<file path="src/rtl/wave_pattern_sequencer.sv">
// Wave pattern sequencer: steps a square-wave generator through a small table
// of {on, off, repeat} entries. Each entry plays (rep+1) periods of
// (m+n)*UNIT clock cycles. The sequence ends on an all-zero entry or after the
// last table slot, and can optionally loop back to entry 0.
module wave_pattern_sequencer #(
    parameter int DEPTH = 4,
    parameter int UNIT  = 10,
    parameter int AW    = $clog2(DEPTH)
) (
    input  logic          clk,
    input  logic          reset,
    input  logic          cfg_we,
    input  logic [AW-1:0] cfg_addr,
    input  logic [3:0]    cfg_m,
    input  logic [3:0]    cfg_n,
    input  logic [3:0]    cfg_rep,
    input  logic          start,
    input  logic          stop,
    input  logic          loop,
    output logic [3:0]    m_out,
    output logic [3:0]    n_out,
    output logic          gen_reset,
    output logic          busy,
    output logic [AW-1:0] seg_idx,
    output logic          done
);

    typedef enum logic {IDLE = 1'b0, RUN = 1'b1} state_t;

    // Pattern table; deliberately not cleared by reset so a configured
    // pattern survives a reset.
    logic [3:0] tbl_m   [DEPTH];
    logic [3:0] tbl_n   [DEPTH];
    logic [3:0] tbl_rep [DEPTH];

    state_t        state_reg, state_next;
    logic [3:0]    m_reg, m_next;
    logic [3:0]    n_reg, n_next;
    logic [3:0]    rep_reg, rep_next;       // repeat limit of the playing entry
    logic [3:0]    rcnt_reg, rcnt_next;     // periods already played minus one
    logic [11:0]   cyc_reg, cyc_next;       // cycle within the current period
    logic [AW-1:0] seg_reg, seg_next;
    logic          gen_reset_reg, gen_reset_next;
    logic          done_reg, done_next;

    logic [DEPTH-1:0] is_end;
    logic [AW-1:0]    seg_plus;
    logic [AW-1:0]    load_idx;
    logic [31:0]      period_len;
    logic             last_cycle;
    logic             wrap_or_end;

    // Table write port; a write on an advance edge lands after the load reads
    // the old content.
    always_ff @(posedge clk) begin
        if (cfg_we) begin
            tbl_m[cfg_addr]   <= cfg_m;
            tbl_n[cfg_addr]   <= cfg_n;
            tbl_rep[cfg_addr] <= cfg_rep;
        end
    end

    // An entry with m+n==0 marks the end of the sequence.
    generate
        for (genvar gi = 0; gi < DEPTH; gi++) begin : g_end_mark
            assign is_end[gi] = (tbl_m[gi] == 4'd0) && (tbl_n[gi] == 4'd0);
        end
    endgenerate

    // Period length computed wide so (15+15)*UNIT never truncates.
    assign period_len  = ({28'd0, m_reg} + {28'd0, n_reg}) * 32'(UNIT);
    assign last_cycle  = ({20'd0, cyc_reg} == (period_len - 32'd1));
    assign seg_plus    = seg_reg + AW'(1);
    assign wrap_or_end = (seg_reg == AW'(DEPTH - 1)) || is_end[seg_plus];
    assign load_idx    = wrap_or_end ? '0 : seg_plus;

    // State and output registers; reset returns to an idle, generator-held state.
    always_ff @(posedge clk or posedge reset) begin
        if (reset) begin
            state_reg     <= IDLE;
            m_reg         <= 4'd0;
            n_reg         <= 4'd0;
            rep_reg       <= 4'd0;
            rcnt_reg      <= 4'd0;
            cyc_reg       <= 12'd0;
            seg_reg       <= '0;
            gen_reset_reg <= 1'b1;
            done_reg      <= 1'b0;
        end else begin
            state_reg     <= state_next;
            m_reg         <= m_next;
            n_reg         <= n_next;
            rep_reg       <= rep_next;
            rcnt_reg      <= rcnt_next;
            cyc_reg       <= cyc_next;
            seg_reg       <= seg_next;
            gen_reset_reg <= gen_reset_next;
            done_reg      <= done_next;
        end
    end

    // Next-state logic: start/stop handling, period counting and entry advance.
    always_comb begin
        state_next     = state_reg;
        m_next         = m_reg;
        n_next         = n_reg;
        rep_next       = rep_reg;
        rcnt_next      = rcnt_reg;
        cyc_next       = cyc_reg;
        seg_next       = seg_reg;
        gen_reset_next = gen_reset_reg;
        done_next      = 1'b0;
        case (state_reg)
            IDLE: begin
                gen_reset_next = 1'b1;
                if (start) begin
                    if (is_end[0]) begin
                        done_next = 1'b1;
                    end else begin
                        state_next     = RUN;
                        m_next         = tbl_m[0];
                        n_next         = tbl_n[0];
                        rep_next       = tbl_rep[0];
                        seg_next       = '0;
                        cyc_next       = 12'd0;
                        rcnt_next      = 4'd0;
                        gen_reset_next = 1'b0;
                    end
                end
            end
            RUN: begin
                if (stop) begin
                    // Abort wins over any advance on the same edge; no done.
                    state_next     = IDLE;
                    gen_reset_next = 1'b1;
                    cyc_next       = 12'd0;
                    rcnt_next      = 4'd0;
                end else if (last_cycle) begin
                    cyc_next = 12'd0;
                    if (rcnt_reg < rep_reg) begin
                        rcnt_next = rcnt_reg + 4'd1;
                    end else begin
                        rcnt_next = 4'd0;
                        if (wrap_or_end && !(loop && !is_end[0])) begin
                            state_next     = IDLE;
                            gen_reset_next = 1'b1;
                            done_next      = 1'b1;
                        end else begin
                            // Generator wraps on this same edge, so no
                            // gen_reset pulse is needed between entries.
                            m_next   = tbl_m[load_idx];
                            n_next   = tbl_n[load_idx];
                            rep_next = tbl_rep[load_idx];
                            seg_next = load_idx;
                        end
                    end
                end else begin
                    cyc_next = cyc_reg + 12'd1;
                end
            end
            default: state_next = IDLE;
        endcase
    end

    assign m_out     = m_reg;
    assign n_out     = n_reg;
    assign seg_idx   = seg_reg;
    assign gen_reset = gen_reset_reg;
    assign done      = done_reg;
    assign busy      = (state_reg == RUN);

endmodule

</file>
<file path="config.mk">
export PLATFORM = sky130hd
export DESIGN_NAME = wave_pattern_sequencer
export DESIGN_NICKNAME = d
export VERILOG_FILES = /design/src/rtl/wave_pattern_sequencer.sv
export SDC_FILE = /design/constraint.sdc
export NUM_CORES = 1
export LEC_CHECK = 0
export CORE_MARGIN = 2
export CORE_UTILIZATION = 71
export CTS_BUF_LIST = sky130_fd_sc_hd__clkbuf_4 sky130_fd_sc_hd__clkbuf_8
export CTS_CLUSTER_DIAMETER = 200
export DETAILED_ROUTE_END_ITERATION = 8
export DONT_BUFFER_PORTS = 1
export PLACE_DENSITY = 0.87
export SKIP_LAST_GASP = 1
export SYNTH_ARGS = -nofsm -noshare
export SYNTH_HDL_FRONTEND = slang
export SYNTH_SLANG_ARGS = --single-unit
</file>
<file path="constraint.sdc">
create_clock -name clk -period 8.86 [get_ports clk]
set_input_delay 0.886 -clock clk [delete_from_list [all_inputs] [get_ports clk]]
set_output_delay 0.886 -clock clk [all_outputs]
set_load 0.02 [all_outputs]
</file>
* After elaboration in Yosys (flattened, before gate mapping)
Memory sizes are Yosys's and may differ from the RTL's. Cells that the tools add are included.
Operators by class: equality and inequality tests 11, reductions and logical operators 21, div/mod/pow operators 0, bitwise operators 1, mux-type cells 64, shift operators 0, multiply operators 1, magnitude comparators 2, $add $sub $neg 5
Operator list (number):
- $mux W4 | 23
- $mux W12 | 4
- $eq A12 B32 Y1 | 1
- $logic_not A4 Y1 | 8
- $pmux W4 S2 | 4
- $pmux W12 S2 | 1
- $mux W1 | 20
- $mux W2 | 7
- $add A12 B1 Y12 const B | 1
- $ne A2 B2 Y1 const B | 5
- $sub A9 B1 Y10 const B | 1
- $mul A5 B3 Y8 const B | 1
- $logic_and A1 B1 Y1 | 6
- $ne A3 B2 Y1 const B | 2
- $pmux W1 S2 | 3
- $reduce_and A3 Y1 | 2
- $reduce_and A6 Y1 | 1
- $add A4 B4 Y5 | 1
- $add A4 B1 Y4 const B | 1
- $lt A4 B4 Y1 | 1
- $pmux W2 S2 | 1
- $lt A2 B3 Y1 const B | 1
- $ne A3 B3 Y1 const B | 1
- $add A2 B1 Y2 const B | 1
- 7 further kinds | 8
Word-level totals: bits in read-only memories 0, memory bits (writable) 48, memories 3, output and inout bits 13, word-level logic and storage cells 117, bits in latches 0, input bits 20, flip-flop bits (word level) 33
Memories:
- tbl_m | words 4, width 4, read ports 5, clocked after memory_dff 0, write ports 1, RTL line 32 | logic [3:0] tbl_m [DEPTH];
- tbl_n | words 4, width 4, read ports 5, clocked after memory_dff 0, write ports 1, RTL line 33 | logic [3:0] tbl_n [DEPTH];
- tbl_rep | words 4, width 4, read ports 2, clocked after memory_dff 0, write ports 1, RTL line 34 | logic [3:0] tbl_rep [DEPTH];

* Depth between registers and ports, before layout
An unclocked memory read counts as a cell.
depth after elaboration 13, gate-level depth with buffers 17, mapped depth without buffers 16

* Worst setup path after synthesis
No wires, ideal clock.
path type reg2reg, from register m_reg[0], in the netlist m_out[0], to register m_reg[0], in the netlist m_out[0], buffers on the path 1, library setup time 125 ps, clock period less this slack 4090 ps, path slack 4770 ps, data required time 8735 ps, cell stages (with the launch flop) 17, arrival 3964 ps, cells stage by stage dfrtp_1 -> ha_1 -> fa_1 -> nand3_1 -> nand2_1 -> ha_1 -> inv_1 -> fa_1 -> nor3b_1 -> nand3_1 -> mux2i_1 -> o21ai_0 -> and4b_2 -> nand4_1 -> a21o_2 -> buf_6 -> mux2_4
Between the ends: word-level cells in the longest chain between the ends 6
RTL lines:
- start: declaration | RTL line 37 | logic [3:0] m_reg, m_next;
- start signal: assignment | RTL line 91 | m_reg <= m_next;
- $add A4 B4 Y5 | RTL line 71 | assign period_len = ({28'd0, m_reg} + {28'd0, n_reg}) * 32'(UNIT);
- $mul A5 B3 Y8 | RTL line 71
- $sub A9 B1 Y10 | RTL line 72 | assign last_cycle = ({20'd0, cyc_reg} == (period_len - 32'd1));
- $eq A12 B32 Y1 | RTL line 72
- $ne A2 B1 Y1 (no line)
- $reduce_and A6 Y1 (no line)
Every way passes these cells. A chain may end at the register's enable or synchronous reset.

* Worst setup path in the final report
from register m_reg[0], in the netlist m_out[0], to register cyc_reg[7]
Between the ends: word-level cells in the longest chain between the ends 7
RTL lines:
- $add A4 B4 Y5 | RTL line 71
- $mul A5 B3 Y8 | RTL line 71
- $sub A9 B1 Y10 | RTL line 72
- $eq A12 B32 Y1 | RTL line 72
- $mux W12 | RTL line 138 | end else if (last_cycle) begin
- $mux W12 | RTL line 132 | if (stop) begin
- $pmux W12 S2 | RTL line 113 | case (state_reg)
- end signal: assignment | RTL line 95 | cyc_reg <= cyc_next;
- end: declaration | RTL line 41 | logic [11:0] cyc_reg, cyc_next;
Every way passes these cells.

==> results.txt <==
* Outcome: completed
- CTS sink cnt: 81
* End of the worst register-to-register path: cyc_reg[7]$_DFFE_PP0P_
- Ratio of cells with drive above 1 in the final layout: 10.0%
* Die area: 6320 um^2
- The largest single stage delay on the critical path is 590 ps.
* Starting density of the core: 73.5%
- In this run the clock root is driven by a clkbuf_8.
- In this run the deepest clock path goes through 2 buffers.
- Die Height: 79.5 um
- Yosys cell types: 53
- Layout filler cell count: 341
- In this run, CTS created clock tree buffers numbering 9.
* Worst R2R Setup Slack: 4260 ps
- The critical path in this run is classified as flop to flop.
* Top flip-flop cell by instance count after synthesis: edfxtp_1
- After synthesis, the largest family of logic cells by area is simple AND/OR/NAND/NOR gates.
- The worst setup path is captured at a flop.
* Number of hold buffers added after CTS: 0
- In the routed design, unresolved DRC markers number 0.
- The top cell type by area accounts for 35.6% of the synthesized area.
- Placed cells: 406
- Global routing used 29.2% of the available tracks.
- Based on the critical path, the design can be clocked at up to 217 MHz.
- Synthesis produced 341 cells.
- The tightest min-delay check is of the input pin to asynchronous set/reset pin type.
- Total core area: 5510 um^2
- CP startpoint kind: flop
* Least-Margin Pin Slew: 1220 ps
* Vias in the first global route: 2,811
- RSZ-0062 raised after global routing: false
- After synthesis the netlist holds a flip-flop and latch count of 81.
* Grt ovf: 0
- Measured in cells, the most critical reg-to-reg path has a length of 15.
- The max-slew violation count is 0.
- Final Cycle Share: 51.9%
- Endpoint arrival time on the critical path: 4880 ps
* Post-synth design cell area: 4050 um^2
- The repair_antennas step left the layout with diodes totalling 0.
* # H-tree levels: 3
- Clock-pin slew of the registers on the worst-case setup and hold paths: 80 ps
- Traced cell by cell, the critical path runs through ha_1 > fa_1 > nand3_1 > nand2_1 > ha_1 > inv_1 > fa_1 > nor3b_1 > nand3_1 > mux2i_1 > o21ai_0 > and4b_2 > a21oi_1 > nor2_1 > nor2_1.
* Total via count in the routed design: 2,757
- Start point of the critical path: m_out[0]$_DFFE_PP0P_
* Last weighted congestion value of the routability-driven placer: 0.888
- The number of nets in the synthesized netlist is 380.
- Adding up every negative setup slack in the final design gives 0 ps.
* Post-cts gate resize count: 0
* Layout Area Growth over Synthesis: 5.96%
* Initial antenna violation count: 0
* Width of the die: 79.5 um
- Mean instance size in the synthesized netlist: 11.9 um^2
- The clock reaches the later pin of the worst-skew pair after 350 ps.
- Shortest period the worst path allows: 4600 ps
- Post-CTS Repair Setup Buffers: 0
* Most frequent standard cell in the layout excluding fill and tap cells: edfxtp_1
- The final layout contains 384 nets.
* Critical path destination: cyc_reg[7]$_DFFE_PP0P_
* Lkg Pwr: 1.73 nW
* TritonCTS clock tree: built
- For the final database, setup skew stands at 9.47 ps.
- End-of-flow core utilization: 77.9%
* Number of warnings printed during yosys synthesis: 0
* Synthesized-area fraction occupied by xor and xnor cells: 4.54%
* Cell Rows: 27
- After legalization and detailed placement, the total HPWL measured 6270 um.
* Startpoint of the worst-slack reg-to-reg timing path: m_out[0]$_DFFE_PP0P_
- The final layout contains routed wiring with a total length of 8480 um.
* Compound-cell area share of the yosys netlist: 10.0%
* Normalized max-slew margin: 18.3%
- Initial DRT Pass Iterations: 5
- In this run, the number of DRC markers left after iteration 0 of detailed routing was 254.
* Power per Cell Area: 361 nW/um^2
- Largest driver fanout on the critical path: 11
- Once placement finished, the instance area stood at 4100 um^2.
- Simple-gate portion of the synthesized area: 14.5%
* Multi-input combinational cell area: 1680 um^2
- STA puts the critical path data required time at 9140 ps.
- After routing the design area is 4290 um^2.
- Synth Area in Adders: 6.24%
- MaxCap Viol Count: 0
- Highest-count cells in the layout ignoring fill and taps: edfxtp_1, dfrtp_1, nor2_1, nand2_1, a21oi_1
* Antenna violation net count after detailed routing: 0
- Cell Count, Final, Fillers Out: 422
* Finish-stage setup viols: 0
- Number of top-level design ports: 33
- Largest net degree at the start of global routing: 34
* Worst vdd rail ir drop: 0.282 mV
- Average via count per standard cell: 6.53
* Average routed wire per standard cell: 20.1 um
- The largest individual stage delay along the critical path comes from the cell fa_1.
- Of the synthesized area, sequential elements account for 56.0%.
* Async S/R FF share, synth: 40.7%
- Summing all flip-flop and latch instances after layout gives 2270 um^2.
- Largest registers in the final layout: tbl_m (16), tbl_n (16), tbl_rep (16)
- Synth area leader: edfxtp_1
- Multiplexer fraction of the synthesized cell area: 5.96%
* Top cells by area in the synthesized netlist: edfxtp_1, dfrtp_1, ha_1, mux2i_1, nor2_1
- The final count of hold timing violations came to 0.
* Global-route wire length before repair: 13,700 um
- The count of buffers added on input and output ports is 0.
* Tot Pwr: 1.55 mW
* EDFF count, synth: 48
stage by stage:
step | worst slack (ps) | hold WS (ps)
global placement | 4510 | 490
global route | 3800 | 531
detailed placement | 4330 | 499
CTS | 4300 | 518
finish | 4260 | 498
floorplan | 4770 | 457
power by group:
part           total (mW)  internal [mW]  switching, mW
clock               0.265          0.130          0.136
combinational       0.788          0.343          0.445
sequential          0.494          0.439         0.0558
metal layers:
| layer | routed length [um] | global-route usage (%) | vias to the layer above |
|---|---|---|---|
| met5 | 0 | 0 | - |
| met4 | 227 | 14.7 | 0 |
| met3 | 486 | 5.88 | 24 |
| met2 | 4520 | 51.8 | 110 |
| met1 | 3240 | 33.4 | 1349 |
| li1 | - | - | 1274 |
worst min path at each step:
stage	from	to	slack, ps	depth (start not counted)
floorplan	rcnt_reg[3]$_DFFE_PP0P_	rcnt_reg[3]$_DFFE_PP0P_	460	1
global placement	rcnt_reg[3]$_DFFE_PP0P_	rcnt_reg[3]$_DFFE_PP0P_	490	1
detailed placement	rep_reg[0]$_DFFE_PP0P_	rep_reg[0]$_DFFE_PP0P_	500	1
CTS	reset	cyc_reg[6]$_DFFE_PP0P_	520	2
global route	reset	cyc_reg[6]$_DFFE_PP0P_	530	2
finish	reset	cyc_reg[6]$_DFFE_PP0P_	500	2
final cells by class:
cell class / instances / share of cell area, %
flip-flops and latches: 81 / 52.9
multi-input cells: 237 / 39.0
clock buffers: 9 / 2.89
well taps: 72 / 2.10
clock inverters: 7 / 1.60
inverters: 15 / 1.31
repair buffers: 1 / 0.175
cells in the mapped netlist, types with 2 or more instances:
master    count
edfxtp_1     48
dfrtp_1      32
nor2_1       28
nand2_1      22
a21oi_1      19
ha_1         17
inv_1        15
nand3_1      14
o21ai_0      12
mux2i_1      11
xnor2_1      11
xor2_1       10
nor3_1        9
nand4_1       7
o22ai_1       7
o31ai_1       6
mux2_2        5
mux2_4        5
nor4_1        5
clkbuf_1      4
a21o_1        3
a21o_2        3
buf_6         3
nand2b_1      3
nor2b_1       3
nor3b_1       3
o221ai_1      3
a22o_1        2
and2_1        2
and3_1        2
fa_1          2
o211ai_1      2
o21a_1        2
or4_1         2
logic make-up after synthesis:
| family | after synthesis |
|---|---|
| and+or+nand+nor | 112 |
| DFF | 81 |
| AOI/OAI and AO/OA | 64 |
| buffers and inverters | 23 |
| xor gates and xnor gates | 21 |
| muxes | 21 |
| adders and majority gates | 19 |
worst max-delay path, delay by kind of cell (launching register included):
family / cells / cell delay [ps]
AND/OR/NAND/NOR: 7 / 1410
multiplexers: 1 / 220
adder cells (fa/ha/maj): 4 / 1650
AO/OA/AOI/OAI: 2 / 690
flip-flops: 1 / 490
buffers and inverters: 1 / 70
Note: power is estimated with default switching activity, not from simulation.
